## src/rtl/johnson_phase_monitor.sv

```systemverilog
// johnson_phase_monitor
//   Watches the code of an upstream W-bit Johnson counter. Every clk it decodes the
//   sampled code to a phase index and a one-hot strobe, flags illegal codes and
//   out-of-order steps, tracks lock through a small FSM, and counts revolutions
//   and error cycles. All outputs are registered.
// Ports
//   clk      in   1     clock, rising edge
//   rst      in   1     synchronous active-high reset
//   cnt      in   W     Johnson code from the upstream counter
//   clr_err  in   1     synchronous clear of err_cnt (wins over a same-cycle error)
//   phase    out  PW    decoded phase index 0..2W-1 (0 on an illegal code)
//   phase_oh out  2W    one-hot phase, all zeros on an illegal code
//   code_err out  1     pulse: sampled code illegal
//   seq_err  out  1     pulse: legal code that is neither successor nor hold
//   wrap     out  1     pulse: good transition from phase 2W-1 to phase 0
//   locked   out  1     lock FSM is in LOCK
//   rev_cnt  out  REVW  wrap count, modulo 2^REVW
//   err_cnt  out  ERRW  error-cycle count, saturating
module johnson_phase_monitor #(
  parameter int unsigned W        = 4,
  parameter int unsigned LOCK_CNT = 4,
  parameter int unsigned REVW     = 8,
  parameter int unsigned ERRW     = 4,
  localparam int unsigned NS      = 2 * W,
  localparam int unsigned PW      = $clog2(NS)
) (
  input  logic            clk,
  input  logic            rst,
  input  logic [W-1:0]    cnt,
  input  logic            clr_err,
  output logic [PW-1:0]   phase,
  output logic [NS-1:0]   phase_oh,
  output logic            code_err,
  output logic            seq_err,
  output logic            wrap,
  output logic            locked,
  output logic [REVW-1:0] rev_cnt,
  output logic [ERRW-1:0] err_cnt
);

  localparam int unsigned RW = $clog2(LOCK_CNT + 1);

  typedef enum logic [1:0] {
    S_UNLOCK = 2'd0,
    S_ACQ    = 2'd1,
    S_LOCK   = 2'd2
  } state_t;

  state_t        state;
  logic [RW-1:0] run;
  logic [W-1:0]  prev_code;
  logic          prev_valid;

  logic          legal;
  logic [PW-1:0] code_phase;
  logic [NS-1:0] code_oh;
  logic [W-1:0]  inv;
  logic [W-1:0]  succ;
  logic [PW-1:0] ones;
  logic          is_good;
  logic          is_hold;
  logic          is_seq;
  logic          is_wrap;
  logic          err_ev;
  logic [RW-1:0] run_inc;

  // Decode the sampled code and classify it against the previous legal code.
  always_comb begin
    legal      = 1'b0;
    code_phase = '0;
    code_oh    = '0;
    ones       = '0;
    inv        = ~cnt;
    succ       = {prev_code[W-2:0], ~prev_code[W-1]};
    for (int i = 0; i < int'(W); i++) begin
      ones = ones + PW'(cnt[i]);
    end
    // Contiguous-from-LSB run test: x & (x+1) is zero only for 0..01..1 patterns.
    if (!cnt[W-1]) begin
      legal      = ((cnt & (cnt + W'(1))) == '0);
      code_phase = ones;
    end else begin
      legal      = ((inv & (inv + W'(1))) == '0);
      // W + zeros == 2W - ones
      code_phase = PW'(NS) - ones;
    end
    if (!legal) begin
      code_phase = '0;
    end else begin
      code_oh = NS'(1) << code_phase;
    end
    is_good = prev_valid && legal && (cnt == succ);
    is_hold = prev_valid && legal && (cnt == prev_code);
    is_seq  = prev_valid && legal && !is_good && !is_hold;
    is_wrap = is_good && (code_phase == '0);
    err_ev  = !legal || is_seq;
    run_inc = run + RW'(1);
  end

  // Output registers, history, counters and lock FSM.
  always_ff @(posedge clk) begin
    if (rst) begin
      phase      <= '0;
      phase_oh   <= '0;
      code_err   <= 1'b0;
      seq_err    <= 1'b0;
      wrap       <= 1'b0;
      locked     <= 1'b0;
      rev_cnt    <= '0;
      err_cnt    <= '0;
      state      <= S_UNLOCK;
      run        <= '0;
      prev_code  <= '0;
      prev_valid <= 1'b0;
    end else begin
      phase    <= code_phase;
      phase_oh <= code_oh;
      code_err <= !legal;
      seq_err  <= is_seq;
      wrap     <= is_wrap;

      if (legal) begin
        prev_code  <= cnt;
        prev_valid <= 1'b1;
      end else begin
        prev_valid <= 1'b0;
      end

      if (is_wrap) begin
        rev_cnt <= rev_cnt + REVW'(1);
      end

      if (clr_err) begin
        err_cnt <= '0;
      end else if (err_ev && (err_cnt != '1)) begin
        err_cnt <= err_cnt + ERRW'(1);
      end

      // Hold samples leave run and lock untouched in every state.
      case (state)
        S_UNLOCK: begin
          if (legal) begin
            state <= S_ACQ;
            run   <= '0;
          end
        end
        S_ACQ: begin
          if (err_ev) begin
            state <= S_UNLOCK;
            run   <= '0;
          end else if (is_good) begin
            run <= run_inc;
            if (run_inc == RW'(LOCK_CNT)) begin
              state  <= S_LOCK;
              locked <= 1'b1;
            end
          end
        end
        S_LOCK: begin
          if (err_ev) begin
            state  <= S_UNLOCK;
            run    <= '0;
            locked <= 1'b0;
          end
        end
        default: begin
          state  <= S_UNLOCK;
          run    <= '0;
          locked <= 1'b0;
        end
      endcase
    end
  end

endmodule

```

## config.mk

```make
export PLATFORM = sky130hd
export DESIGN_NAME = johnson_phase_monitor
export DESIGN_NICKNAME = d
export VERILOG_FILES = /design/src/rtl/johnson_phase_monitor.sv
export SDC_FILE = /design/constraint.sdc
export NUM_CORES = 1
export LEC_CHECK = 0
export CAP_MARGIN = 15
export CORE_MARGIN = 10
export CORE_UTILIZATION = 40
export DETAILED_ROUTE_END_ITERATION = 6
export HOLD_SLACK_MARGIN = 0.08
export PLACE_DENSITY = 0.65
export SYNTH_ARGS = -nofsm -noshare
export SYNTH_HDL_FRONTEND = slang
export SYNTH_SLANG_ARGS = --single-unit
```

## constraint.sdc

```tcl
create_clock -name clk -period 4.8 [get_ports clk]
set_clock_uncertainty 0.2 [all_clocks]
set_input_delay 0.96 -clock clk [delete_from_list [all_inputs] [get_ports clk]]
set_output_delay 0.96 -clock clk [all_outputs]
set_load 0.05 [all_outputs]
```

==> results of run 1 <==
==> placed cells by master, fill, tap and decap left out, types with 3 or more instances in the layout <==
cell and count:
xor2_1 9, nand4_1 4, nor2_1 21, buf_4 5
clkdlybuf4s50_1 33, dfxtp_1 37, nor2b_1 8, nand2_1 17
xnor2_1 5, ha_1 11, clkbuf_8 5, nand2b_1 5
mux2_1 4, nand3_1 3, mux2i_1 3, inv_1 7
and3_1 4, nor3_1 8, a21oi_1 10, o21ai_0 4
==> metrics by stage <==
| stage | std cells | hold WS (ps) | util | worst slack (ps) | power, mW |
|---|---|---|---|---|---|
| 2_1_floorplan | 191 | 252.3 | - | 963.8 | 0.4280 |
| 3_3_place_gp | 275 | 250.4 | 0.5057 | 452.5 | 0.4695 |
| 3_5_place_dp | 275 | 251.2 | 0.5057 | 384.6 | 0.4712 |
| 4_1_cts | 283 | 264.5 | 0.5256 | 664.7 | 0.6798 |
| 5_1_grt | 283 | 277.1 | 0.5256 | 506.7 | 0.7088 |
| 6_report | 283 | 260.5 | 0.5256 | 664.7 | 0.6722 |
==> routing by layer <==
metal | up-vias | global-route usage | part of all wire
met5 | - | 0 | 0
met3 | 5 | 0.04401 | 0.073
li1 | 743 | - | -
met1 | 659 | 0.1166 | 0.45
met2 | 30 | 0.1739 | 0.47
met4 | 0 | 0.03240 | 0.010
==> path summary, 6_finish.rpt <==
path,end,depth (start not counted),slack (ps)
hold reg to reg,locked,2,260
hold / removal,locked,2,260
setup reg to reg,rev_cnt[3],6,2430
setup / recovery,rev_cnt[3],12,660
==> layout make-up <==
type                            instances  area, um^2
Clock buffer                            5       68.82
Clock inverter                          3       17.52
Fill cell                             408        2066
Inverter                                7       26.28
Multi-Input combinational cell        141        1002
Sequential cell                        37       740.7
Tap cell                               52       65.06
Timing Repair Buffer                   38       367.9
==> worst register-to-register path, cell delays in order (launching register included) <==
cell     delay [ps]
dfxtp_1         340
xor2_1          190
nor4_4          510
nand3_4         150
nor3_4          380
nand4_1         160
mux2_1          330
==> sequential cells by signal (all words and copies together) (netlist names) <==
signal / flops
phase_oh: 8
phase: 3
rev_cnt: 8
prev_code: 4
wrap: 1
prev_valid: 1
err_cnt: 4
code_err: 1
seq_err: 1
state: 2
locked: 1
run: 3
==> power breakdown <==
group	switching (mW)	total [mW]	internal (mW)
clock	0.108	0.208	0.100
combinational	0.0882	0.139	0.0508
sequential	0.00721	0.325	0.318
total	0.204	0.672	0.468
==> cell families after synthesis <==
kind of cell | share of synthesized area
simple gates | 0.2408
flops | 0.4131
compound gates | 0.1200
xor+xnor | 0.06839
buf+inv | 0.02791
fa+ha+maj | 0.08793
mux | 0.04187
==> summary.md, run 1 <==
| Metric | Value |
|---|---|
| Warnings from Yosys | 0 |
| Die area | 7560 um^2 |
| Most frequent CP cell | ha_1 |
| Leak | 0.9143 nW |
| Routed Antenna Nets | 0 |
| Vias | 1437 |
| RSZ-0062 raised after global routing | false |
| DRT iter0 DRCs | 80 |
| Worst r2r src | prev_code[0] |
| Max Freq | 0.2418 GHz |
| Starting Density | 0.4118 |
| Prevailing post-synth register cell | dfxtp_1 |
| Top Family by Delay on Critical Path | adder cells |
| CP startpoint | cnt[0] |
| CTS Hold Buffers Added | 0 |
| Post-synth ARST share | 0 |
| Distinct cells, synth | 41 |
| Final min period | 4135 ps |
| Final WL | 3712 um |
| Max Buffers Root-to-Sink | 2 |
| Share of layout cells above drive strength 1 | 0.09957 |
| Maxcap violations | 0 |
| Syn nets | 210 |
| Routed len/inst | 13.12 um |
| Chip Width | 86.95 um |
| WS Path Type | primary input to flip-flop |
| DP HPWL | 2848 um |
| Row Count | 24 |
| TritonRoute pass-1 iters | 4 |
| Number of port buffers | 33 |
| Initial antenna violation count | 0 |
| Gp weighted congestion | 0.7407 |
| Post-layout net count | 249 |
| Antenna diodes | 0 |
| Synth area leaders | dfxtp_1, ha_1, nor2_1 |
| Status | completed |
| #FFs+latches synth | 37 |
| Slowest CP cell | fa_1 |
| CTS sink cnt | 37 |
| Tot GR Track Use | 0.1041 |
| CTS tree | done |
| Clock Latency Late Sink | 280 ps |
| Final setup fails | 0 |
| HP Class | flip-flop to flip-flop |
| CTS buffer count | 5 |
| Resized cells post-CTS | 0 |
| Crit path cell chain | clkdlybuf4s50_1, fa_1, ha_1, ha_1, inv_1, ha_1, xnor2_1, o21ai_0, o21ai_0, nor3_4, nand4_1, mux2_1 |
| H-tree depth | 2 |
| DRC | 0 |
| Count leader, synth | dfxtp_1 |
| Slew Limit Fails | 0 |
| HP Start | locked |
| Synth Instances | 191 |
| Synth cell count leaders | dfxtp_1, nor2_1, nand2_1 |
| I/O pin count | 34 |
| Post-Syn Area | 1793 um^2 |
| Delay of the slowest cell on the worst path | 500 ps |
| Tcrit/Tclk final | 0.8615 |
| Synth top area share | 0.4131 |
| WP buf/inv | 2 |
| Worst IR Drop VDD | 0.2629 mV |
| PwrDens | 293.7 nW/um^2 |
| Worst Max-Slew Pin Slew | 532.7 ps |
| Post-synth top area cell | dfxtp_1 |
| Die Y | 86.95 um |
| CORE AREA | 4354 um^2 |
| Critical Path Source Type | primary input |
| CTS Root Cell | clkbuf_8 |
| CTS clock-pin slew for the worst setup and hold paths | 70 ps |
| Post-synth EDFFs | 0 |
| Grt total ovfl | 0 |
| Hold Fails Final Rpt | 0 |
| Routed vias/inst | 5.078 |
| Worst path required time | 4770 ps |
| Area growth syn-to-layout | 27.63% |
| Crit path max fanout | 10 |
| Slew HR | 0.6437 |
| Post-synthesis sequential area ratio | 0.4131 |
| Mean Syn Cell Area | 9.387 um^2 |
| Final instance area | 2288 um^2 |
| Setup TNS | 0 ps |
| First-pass GRT wire length | 6582 um |
| Pin count of the biggest net entering global routing | 21 |
| Placed Area | 2202 um^2 |
| Critical Path AT | 4100 ps |
| Post-CTS setup buffers | 0 |
| Vias in the first global route | 1453 |
| Crit. End Element | flip-flop |
Note: power is estimated with default switching activity, not from simulation.
==> run 2, diff against run 1 <==
CTS_CLUSTER_SIZE = 24   (was unset)
==> results of run 2 <==
Same layout as run 1: the final DEF is identical, and so are final timing and power.
==> run 3, diff against run 2 <==
CORE_ASPECT_RATIO = 2   (was unset)
clock period = 4.2 ns   (was 4.8 ns; I/O delays follow)
==> summary.md, run 3 (same netlist as run 1, synthesis figures left out) <==
| Metric | Value |
|---|---|
| CTS Root Cell | clkbuf_8 |
| HP Class | flip-flop to flip-flop |
| Share of layout cells above drive strength 1 | 0.1111 |
| I/O pin count | 34 |
| Post-CTS setup buffers | 0 |
| Tot GR Track Use | 0.1132 |
| CTS sink cnt | 37 |
| Slew Limit Fails | 0 |
| Starting Density | 0.4132 |
| Crit path max fanout | 8 |
| First-pass GRT wire length | 6982 um |
| Worst IR Drop VDD | 0.3080 mV |
| Vias in the first global route | 1538 |
| CTS tree | done |
| Die Y | 114.7 um |
| Gp weighted congestion | 0.7170 |
| Setup ws final | 311.3 ps |
| Routed Antenna Nets | 0 |
| Critical Path AT | 3860 ps |
| Routed len/inst | 13.90 um |
| Registers with the most flip-flops | phase_oh (8), rev_cnt (8) |
| DRT iter0 DRCs | 55 |
| RSZ-0062 raised after global routing | false |
| Die area | 7723 um^2 |
| Most common cell after layout, fill and taps aside | dfxtp_1 |
| Setup TNS | 0 ps |
| Final setup fails | 0 |
| Grt total ovfl | 0 |
| Reg2reg path depth | 6 |
| Hold WS | 267.9 ps |
| Post-layout net count | 252 |
| Clock Latency Late Sink | 290 ps |
| Status | completed |
| PwrDens | 360.0 nW/um^2 |
| Row Count | 34 |
| Pin count of the biggest net entering global routing | 20 |
| Maxcap violations | 0 |
| Chip Width | 67.34 um |
| Routed vias/inst | 5.069 |
| PnR Total Power | 0.8432 mW |
| Worst path required time | 4180 ps |
| Vias | 1460 |
| Area growth syn-to-layout | 30.64% |
| WHS Path Cells | 2 |
| Leak | 0.9398 nW |
| Most frequent cells in the layout | dfxtp_1, clkdlybuf4s50_1, nor2_1 |
| WS Path Type | primary input to flip-flop |
| DP Worst Slack | -9.124 ps |
| CORE AREA | 4339 um^2 |
| CTS buffer count | 5 |
| Slew HR | 0.5558 |
| Initial antenna violation count | 0 |
| Final instance area | 2342 um^2 |
| Crit. End Element | flip-flop |
| Critical Path Source Type | primary input |
| H-tree depth | 2 |
| CTS clock-pin slew for the worst setup and hold paths | 80 ps |
| Tcrit/Tclk final | 0.9259 |
| TritonRoute pass-1 iters | 4 |
| Final min period | 3889 ps |
| Max Buffers Root-to-Sink | 2 |
| Resized cells post-CTS | 0 |
| Placed Area | 2227 um^2 |
| CTS Hold Buffers Added | 0 |
| DP HPWL | 3035 um |
| Hold Fails Final Rpt | 0 |
| Max Freq | 0.2572 GHz |
| Number of port buffers | 33 |
| Final WL | 4002 um |
| DRC | 0 |
| Antenna diodes | 0 |
| Worst Max-Slew Pin Slew | 664.3 ps |
-- run 3: path summary, 6_finish.rpt --
path / from / end / slack (ps)
min reg2reg: locked / locked / 270
min: locked / locked / 270
max reg2reg: prev_code[0] / rev_cnt[6] / 1890
max: cnt[0] / rev_cnt[6] / 310
-- run 3: critical path, stage by stage --
cell and delay [ps]:
clkdlybuf4s50_1 450, fa_1 510, ha_1 200, ha_1 290, inv_1 60, ha_1 220, xnor2_1 130, o21ai_0 130
o21ai_0 190, nor3_4 370, nand4_1 150, mux2_1 330
-- run 3: metrics by stage --
stage / utilization / std cells
6_report: 0.5398 / 288
5_1_grt: 0.5398 / 288
4_1_cts: 0.5398 / 288
3_5_place_dp: 0.5133 / 280
3_3_place_gp: 0.5133 / 280
2_1_floorplan: - / 191
-- run 3: power by group --
group          switching, mW  total, mW  internal [mW]
sequential           0.00872      0.371          0.363
combinational          0.101      0.162         0.0610
clock                  0.132      0.310          0.178
total                  0.242      0.843          0.601
-- run 3: layout make-up --
cell class              count  area [um^2]
inverters                   7        26.28
fillers                   418         1997
well taps                  54        67.56
multi-input cells         141         1002
repair buffers             41        390.4
clock buffers               5        68.82
flip-flops and latches     37        740.7
clock inverters             3        46.29
-- run 3: layer usage --
layer,share of wire,global-route usage,vias up
li1,-,-,744
met5,0,0,-
met2,0.54,0.2023,26
met1,0.38,0.1098,683
met3,0.048,0.03431,7
met4,0.029,0.06061,0
